`src/rtl/alu_pkg.sv`:
```
// Shared opcodes, FSM state encodings and opcode width for the multi-cycle ALU.
package alu_pkg;

    localparam int OP_WIDTH = 4;

    localparam logic [OP_WIDTH-1:0] ALU_ADD  = 4'd0;
    localparam logic [OP_WIDTH-1:0] ALU_SUB  = 4'd1;
    localparam logic [OP_WIDTH-1:0] ALU_AND  = 4'd2;
    localparam logic [OP_WIDTH-1:0] ALU_OR   = 4'd3;
    localparam logic [OP_WIDTH-1:0] ALU_XOR  = 4'd4;
    localparam logic [OP_WIDTH-1:0] ALU_SLT  = 4'd5;
    localparam logic [OP_WIDTH-1:0] ALU_SLTU = 4'd6;
    localparam logic [OP_WIDTH-1:0] ALU_SLL  = 4'd7;
    localparam logic [OP_WIDTH-1:0] ALU_SRL  = 4'd8;
    localparam logic [OP_WIDTH-1:0] ALU_SRA  = 4'd9;
    localparam logic [OP_WIDTH-1:0] ALU_MUL  = 4'd10;

    typedef enum logic [1:0] {
        S_IDLE = 2'd0,
        S_MUL  = 2'd1,
        S_DONE = 2'd2
    } state_t;

endpackage

```
`src/rtl/alu_mc_comb.sv`:
```
// Single-cycle ALU results and overflow; ALU_MC_SAT_EN makes ADD/SUB saturate on overflow.
module alu_mc_comb
    import alu_pkg::*;
#(
    parameter int DATA_WIDTH  = 32,
    parameter int OP_WIDTH    = 4,
    parameter int SHAMT_WIDTH = $clog2(DATA_WIDTH)
) (
    input  logic [OP_WIDTH-1:0]   op,
    input  logic [DATA_WIDTH-1:0] a,
    input  logic [DATA_WIDTH-1:0] b,
    output logic [DATA_WIDTH-1:0] result,
    output logic                  overflow
);

    localparam logic [DATA_WIDTH-1:0] MAX_POS = {1'b0, {(DATA_WIDTH-1){1'b1}}};
    localparam logic [DATA_WIDTH-1:0] MIN_NEG = {1'b1, {(DATA_WIDTH-1){1'b0}}};

    logic                   is_sub;
    logic [DATA_WIDTH-1:0]  b_eff;
    logic [DATA_WIDTH-1:0]  sum;
    logic                   add_ovf;
    logic [SHAMT_WIDTH-1:0] shamt;

    // SUB reuses the adder as a + ~b + 1
    assign is_sub  = (op == ALU_SUB);
    assign b_eff   = is_sub ? ~b : b;
    assign sum     = a + b_eff + {{(DATA_WIDTH-1){1'b0}}, is_sub};
    assign add_ovf = (a[DATA_WIDTH-1] == b_eff[DATA_WIDTH-1]) &&
                     (sum[DATA_WIDTH-1] != a[DATA_WIDTH-1]);
    assign shamt   = b[SHAMT_WIDTH-1:0];

    always_comb begin
        result   = '0;
        overflow = 1'b0;
        case (op)
            ALU_ADD, ALU_SUB: begin
                overflow = add_ovf;
`ifdef ALU_MC_SAT_EN
                if (add_ovf)
                    result = a[DATA_WIDTH-1] ? MIN_NEG : MAX_POS;
                else
                    result = sum;
`else
                result = sum;
`endif
            end
            ALU_AND:  result = a & b;
            ALU_OR:   result = a | b;
            ALU_XOR:  result = a ^ b;
            ALU_SLT:  result = {{(DATA_WIDTH-1){1'b0}}, ($signed(a) < $signed(b))};
            ALU_SLTU: result = {{(DATA_WIDTH-1){1'b0}}, (a < b)};
            ALU_SLL:  result = a << shamt;
            ALU_SRL:  result = a >> shamt;
            ALU_SRA:  result = $unsigned($signed(a) >>> shamt);
            default:  result = '0;
        endcase
    end

endmodule

```
`src/rtl/alu_mc.sv`:
```
// Multi-cycle ALU top: handshake FSM, result registers and shift-add multiplier.
// ALU_MC_SAT_EN makes MUL saturate to all-ones when the high product half is non-zero.
module alu_mc
    import alu_pkg::*;
#(
    parameter int DATA_WIDTH  = 32,
    parameter int OP_WIDTH    = 4,
    parameter int SHAMT_WIDTH = $clog2(DATA_WIDTH)
) (
    input  logic                  i_clk,
    input  logic                  i_rst_n,
    input  logic                  i_in_valid,
    output logic                  o_in_ready,
    input  logic [OP_WIDTH-1:0]   i_op,
    input  logic [DATA_WIDTH-1:0] i_data_a,
    input  logic [DATA_WIDTH-1:0] i_data_b,
    output logic                  o_out_valid,
    input  logic                  i_out_ready,
    output logic [DATA_WIDTH-1:0] o_data,
    output logic                  o_overflow
);

    localparam logic [SHAMT_WIDTH-1:0] LAST_STEP = SHAMT_WIDTH'(DATA_WIDTH - 1);

    state_t                  state, state_nxt;
    logic [SHAMT_WIDTH-1:0]  cnt;
    logic [2*DATA_WIDTH-1:0] acc, acc_step;
    logic [DATA_WIDTH-1:0]   a_q, b_q;
    logic [DATA_WIDTH-1:0]   data_q;
    logic                    ovf_q;
    logic [DATA_WIDTH-1:0]   comb_res;
    logic                    comb_ovf;
    logic                    accept, mul_hi_nz;

    alu_mc_comb #(
        .DATA_WIDTH (DATA_WIDTH),
        .OP_WIDTH   (OP_WIDTH),
        .SHAMT_WIDTH(SHAMT_WIDTH)
    ) u_comb (
        .op      (i_op),
        .a       (i_data_a),
        .b       (i_data_b),
        .result  (comb_res),
        .overflow(comb_ovf)
    );

    assign o_in_ready  = (state == S_IDLE);
    assign o_out_valid = (state == S_DONE);
    assign o_data      = data_q;
    assign o_overflow  = ovf_q;
    assign accept      = i_in_valid && o_in_ready;

    // One shift-add step; the final step's sum is what gets registered as the result
    assign acc_step  = b_q[cnt] ? acc + ({{DATA_WIDTH{1'b0}}, a_q} << cnt) : acc;
    assign mul_hi_nz = |acc_step[2*DATA_WIDTH-1:DATA_WIDTH];

    always_comb begin
        state_nxt = state;
        case (state)
            S_IDLE: if (accept) state_nxt = (i_op == ALU_MUL) ? S_MUL : S_DONE;
            S_MUL:  if (cnt == LAST_STEP) state_nxt = S_DONE;
            S_DONE: if (i_out_ready) state_nxt = S_IDLE;
            default: state_nxt = S_IDLE;
        endcase
    end

    always_ff @(posedge i_clk or negedge i_rst_n) begin
        if (!i_rst_n) state <= S_IDLE;
        else          state <= state_nxt;
    end

    always_ff @(posedge i_clk or negedge i_rst_n) begin
        if (!i_rst_n) begin
            cnt    <= '0;
            acc    <= '0;
            a_q    <= '0;
            b_q    <= '0;
            data_q <= '0;
            ovf_q  <= 1'b0;
        end else begin
            case (state)
                S_IDLE: begin
                    if (accept) begin
                        if (i_op == ALU_MUL) begin
                            a_q <= i_data_a;
                            b_q <= i_data_b;
                            cnt <= '0;
                            acc <= '0;
                        end else begin
                            data_q <= comb_res;
                            ovf_q  <= comb_ovf;
                        end
                    end
                end
                S_MUL: begin
                    acc <= acc_step;
                    cnt <= cnt + 1'b1;
                    if (cnt == LAST_STEP) begin
`ifdef ALU_MC_SAT_EN
                        data_q <= mul_hi_nz ? '1 : acc_step[DATA_WIDTH-1:0];
`else
                        data_q <= acc_step[DATA_WIDTH-1:0];
`endif
                        ovf_q  <= mul_hi_nz;
                    end
                end
                default: ;
            endcase
        end
    end

endmodule

```
`config.mk`:
```
export PLATFORM = sky130hd
export DESIGN_NAME = alu_mc
export DESIGN_NICKNAME = d
export VERILOG_FILES = /design/src/rtl/alu_pkg.sv /design/src/rtl/alu_mc_comb.sv /design/src/rtl/alu_mc.sv
export SDC_FILE = /design/constraint.sdc
export NUM_CORES = 1
export LEC_CHECK = 0
export BUFFER_PORTS_ARGS = -buffer_cell sky130_fd_sc_hd__buf_4
export CAP_MARGIN = 20
export CORE_MARGIN = 2
export CORE_UTILIZATION = 25
export CTS_CLUSTER_SIZE = 10
export DETAILED_ROUTE_END_ITERATION = 10
export PLACE_DENSITY = 0.4
export SLEW_MARGIN = 5
export SYNTH_ARGS = -nofsm -noshare
export SYNTH_HDL_FRONTEND = slang
export SYNTH_HIERARCHICAL = 1
export SYNTH_SLANG_ARGS = --single-unit
```
`constraint.sdc`:
```
create_clock -name i_clk -period 6.3 [get_ports i_clk]
set_clock_uncertainty 0.15 [all_clocks]
set_input_delay 0 -clock i_clk [delete_from_list [all_inputs] [get_ports i_clk]]
set_output_delay 0 -clock i_clk [all_outputs]
set_load 0.02 [all_outputs]
```
==> run_summary.xml <==
<?xml version="1.0" encoding="UTF-8"?>
<metrics>
  <group name="status">
    <metric name="outcome" unit="">finished clean</metric>
  </group>
  <group name="timing">
    <metric name="post-route-period-util" unit="%">96.6</metric>
    <metric name="rsz_0062_raised_after_global_routing" unit="">false</metric>
    <metric name="slew_viol_final" unit="">0</metric>
    <metric name="fmax" unit="MHz">164</metric>
    <metric name="hold_violation_count_in_the_final_report" unit="">0</metric>
    <metric name="max_slew_margin" unit="%">31.4</metric>
    <metric name="setup_viol_count_final" unit="">0</metric>
    <metric name="worst-slew-pin-transition" unit="ns">1.03</metric>
    <metric name="finalCriticalPeriod" unit="ns">6.09</metric>
  </group>
  <group name="layout">
    <metric name="nNetsFinal" unit="">2956</metric>
    <metric name="regArea" unit="sq um">4210</metric>
    <metric name="finalInstanceArea" unit="sq um">24600</metric>
    <metric name="post_route_cells_drive_above_1_share" unit="%">14.8</metric>
    <metric name="final.fill_count" unit="">9188</metric>
    <metric name="layout-area-overhead-vs-synth" unit="%">15.2</metric>
    <metric name="multi_input_gate_area_in_the_final_layout" unit="sq um">16000</metric>
  </group>
  <group name="grt">
    <metric name="gr-usage-met1" unit="%">32.2</metric>
    <metric name="first_pass_grt_wire_length" unit="mm">149</metric>
    <metric name="grt_remaining_overflow" unit="">0</metric>
    <metric name="grt_start_max_net_pins" unit="">71</metric>
    <metric name="number_of_antenna_violations_at_the_first_check_in_global_routing" unit="">12</metric>
    <metric name="use_met2" unit="%">37.4</metric>
    <metric name="global_route.peak_usage_layer" unit="">met2</metric>
    <metric name="global_route.usage.total" unit="%">23.4</metric>
    <metric name="grt_pass1_vias" unit="">20900</metric>
    <metric name="grt_met3_usage" unit="%">3.39</metric>
  </group>
  <group name="clocking">
    <metric name="tritoncts" unit="">done</metric>
    <metric name="clk_transition_reported_paths" unit="ns">0.09</metric>
    <metric name="clk_path_buf_depth" unit="">2</metric>
    <metric name="cts_made_buffers" unit="">17</metric>
    <metric name="post_cts_setup_buffers" unit="">0</metric>
    <metric name="clk_root_buffer_cell" unit="">clkbuf_16</metric>
    <metric name="ctsHtreeMaxLevel" unit="">4</metric>
    <metric name="cts.sink_count" unit="">168</metric>
    <metric name="clock_latency" unit="ns">0.52</metric>
  </group>
  <group name="logic_synthesis">
    <metric name="postSynth.topFlopCell" unit="">dfrtp_1</metric>
    <metric name="yosys.area_share.simple" unit="%">16.3</metric>
    <metric name="synth_area_in_compound_gates" unit="%">25.4</metric>
    <metric name="syn_area" unit="sq um">21300</metric>
    <metric name="synthArstFlopShare" unit="%">100</metric>
    <metric name="number_of_flops_mapped_to_enable_cells_by_yosys" unit="">0</metric>
    <metric name="avgSynthCellArea" unit="sq um">8.12</metric>
    <metric name="syn_inst" unit="">2628</metric>
    <metric name="synth_cell_type_count" unit="">95</metric>
    <metric name="post_synth_xor_area_fraction" unit="%">4.68</metric>
    <metric name="syn-num-nets" unit="">2894</metric>
    <metric name="synth.mux.area_fraction" unit="%">16.9</metric>
    <metric name="combinational_family_with_the_most_area_after_synthesis" unit="">compound AO/OA/AOI/OAI gates</metric>
    <metric name="synth.yosys.warnings" unit="">6</metric>
    <metric name="synth.ff_latch_count" unit="">168</metric>
    <metric name="synth_adder_area_share" unit="%">11.4</metric>
    <metric name="share_of_the_yosys_chip_area_belonging_to_registers" unit="%">19.7</metric>
  </group>
  <group name="placed_design">
    <metric name="hpwl" unit="mm">79.3</metric>
    <metric name="routabilityCongestion" unit="">0.935</metric>
    <metric name="io_buffers" unit="">106</metric>
    <metric name="total_placed_instance_area" unit="sq um">23200</metric>
  </group>
  <group name="power">
    <metric name="power.total" unit="mW">10.1</metric>
    <metric name="power.density" unit="nW/um^2">413</metric>
    <metric name="worst_ir_drop_vdd" unit="mV">0.246</metric>
    <metric name="cellLeakagePower" unit="nW">10.4</metric>
  </group>
  <group name="run">
    <metric name="max_cap_viol_count" unit="">0</metric>
  </group>
  <group name="critical_path">
    <metric name="cp_data_required_time" unit="ns">6.54</metric>
    <metric name="critPathCaptureType" unit="">register</metric>
    <metric name="timing.critical_path.fanout_max" unit="">14</metric>
    <metric name="type_of_origin_of_the_critical_path" unit="">register</metric>
    <metric name="cp_data_arrival_time" unit="ns">6.33</metric>
    <metric name="timing.setup.critical_path_class" unit="">register to register</metric>
  </group>
  <group name="routing">
    <metric name="detailroute.via_count" unit="">21600</metric>
    <metric name="drt_first_iter_violations" unit="">2073</metric>
    <metric name="postRouteAntennaNets" unit="">0</metric>
    <metric name="detail_route.drc_violations" unit="">0</metric>
    <metric name="routed_wirelength" unit="mm">103</metric>
    <metric name="wirelength_per_cell" unit="um">26.8</metric>
    <metric name="detailedRoute.firstPassIterationCount" unit="">5</metric>
    <metric name="vias_per_cell" unit="">5.61</metric>
  </group>
  <group name="floorplanning">
    <metric name="die-area" unit="sq um">87700</metric>
    <metric name="start_util" unit="%">25.1</metric>
    <metric name="die-height" unit="um">296</metric>
    <metric name="std_cell_rows" unit="">107</metric>
    <metric name="design.portCount" unit="">107</metric>
    <metric name="coreArea" unit="sq um">84900</metric>
    <metric name="die_w" unit="um">296</metric>
  </group>
  <group name="hold_path">
    <metric name="holdCritPathClass" unit="">input pin to register</metric>
  </group>
</metrics>
==> stage by stage <==
step	cells	setup TNS [ns]	utilization, %	hold slack [ns]	worst slack, ns
floorplan	2628	0	-	-0.446	0.865
CTS	3847	0	28.9	0.0114	0.0858
detailed placement	3748	-0.137	27.4	-0.182	-0.137
global placement	3748	-0.211	27.4	-0.181	-0.211
global route	3848	0	28.9	0.0492	0.00344
finish	3851	0	29.0	0.0481	0.213
==> cell usage after synthesis (11+ instances only) <==
cell / instances / area share, %
a211oi_1: 56 / 2.0
a21o_1: 76 / 2.7
a21oi_1: 228 / 5.3
a221oi_1: 30 / 1.2
a22o_1: 13 / 0.53
a31oi_1: 15 / 0.44
and2_1: 15 / 0.44
buf_1: 22 / 0.39
buf_2: 21 / 0.49
clkbuf_1: 126 / 2.2
dfrtp_1: 168 / 20
ha_1: 192 / 11
inv_1: 105 / 1.8
mux2_2: 92 / 4.9
mux2i_1: 95 / 4.5
mux4_2: 70 / 7.4
nand2_1: 254 / 4.5
nand2b_1: 19 / 0.56
nand3_1: 40 / 0.94
nand4_1: 34 / 1.0
nor2_1: 262 / 4.6
nor2b_1: 17 / 0.50
nor3_1: 44 / 1.0
nor4_1: 14 / 0.41
o211ai_1: 34 / 1.2
o21ai_0: 209 / 4.9
o221ai_1: 13 / 0.53
o22ai_1: 23 / 0.67
o31ai_1: 11 / 0.39
or3_1: 25 / 0.73
xnor2_1: 66 / 2.7
xor2_1: 48 / 2.0
==> sequential cells by signal, summed over array words and instances (netlist names) <==
signal	count
b_q	32
o_data	32
cnt	5
acc	64
state	2
o_overflow	1
a_q	32
==> power breakdown <==
group	total (mW)	internal [mW]	switching (mW)
clock	1.15	0.541	0.606
sequential	1.86	1.44	0.423
combinational	7.14	2.54	4.60
==> repair_timing <==
action                                  in CTS  in global routing
hold buffers                                67                  0
endpoints found under the setup margin       1                  1
hold endpoints to repair                   230                  0
resized for setup                            1                  3
==> placed cells by master (no fill, tap or decap), drive strengths merged, types with 26 or more instances in the layout <==
cell,n
nor2,262
nand2,255
a21oi,230
o21ai,218
ha,192
dfrtp,168
buf,158
inv,111
mux2i,95
mux2,92
a21o,76
mux4,72
xnor2,66
dlygate4sd3,66
a211oi,58
xor2,48
nor3,44
nand3,41
o211ai,36
nand4,34
a221oi,33
or3,26
==> final cells by class <==
cell class | instances | area share (%)
well taps | 1144 | 5.82
flip-flops and latches | 168 | 17.1
multi-input cells | 2172 | 65.2
diodes | 4 | 0.0407
inverters | 106 | 1.62
clock inverters | 15 | 0.784
clock buffers | 17 | 1.73
repair buffers | 225 | 7.70
==> path summary, 6_finish.rpt <==
path	from	to	slack [ns]	cells past startpoint
hold reg to reg	o_data[0]$_DFFE_PN0P_	o_data[0]$_DFFE_PN0P_	0.33	2
setup / recovery	cnt[0]$_DFFE_PN0P_	o_overflow$_DFFE_PN0P_	0.21	18
setup reg to reg	cnt[0]$_DFFE_PN0P_	o_overflow$_DFFE_PN0P_	0.21	18
max in group asynchronous	i_rst_n	cnt[2]$_DFFE_PN0P_	4.56	4
hold / removal	i_data_b[4]	b_q[4]$_DFFE_PN0P_	0.05	2
min in group asynchronous	i_rst_n	acc[14]$_DFFE_PN0P_	0.47	4
==> layer usage <==
layer | part of all wire [%] | up-vias
li1 | - | 9855
met1 | 46 | 10900
met2 | 46 | 766
met3 | 5.2 | 125
met4 | 3.0 | 6
met5 | 0.040 | -
==> worst max-delay path: stages, from the launching register on <==
cell and delay, ns:
dfrtp_2 0.45, buf_4 0.26, mux2_2 0.37, o21ai_0 0.22, o21ai_0 0.15, o21ai_0 0.45, mux2i_1 0.23, ha_1 0.42
a21oi_1 0.29, o21ai_0 0.20, a21oi_1 0.26, o21ai_0 0.18, or4_1 0.50, a31oi_1 0.38, o311ai_1 0.22, a2111oi_2 0.50
nand4_1 0.22, a2111oi_2 0.40, a21oi_1 0.11
==> kinds of logic after synthesis <==
kind of cell / Yosys count
adder cells (fa/ha/maj): 194
XOR/XNOR: 114
flip-flops: 168
buffers and inverters: 288
AND/OR/NAND/NOR: 769
AO/OA/AOI/OAI: 836
multiplexers: 259
No activity file was read; power rests on OpenSTA's default activity.
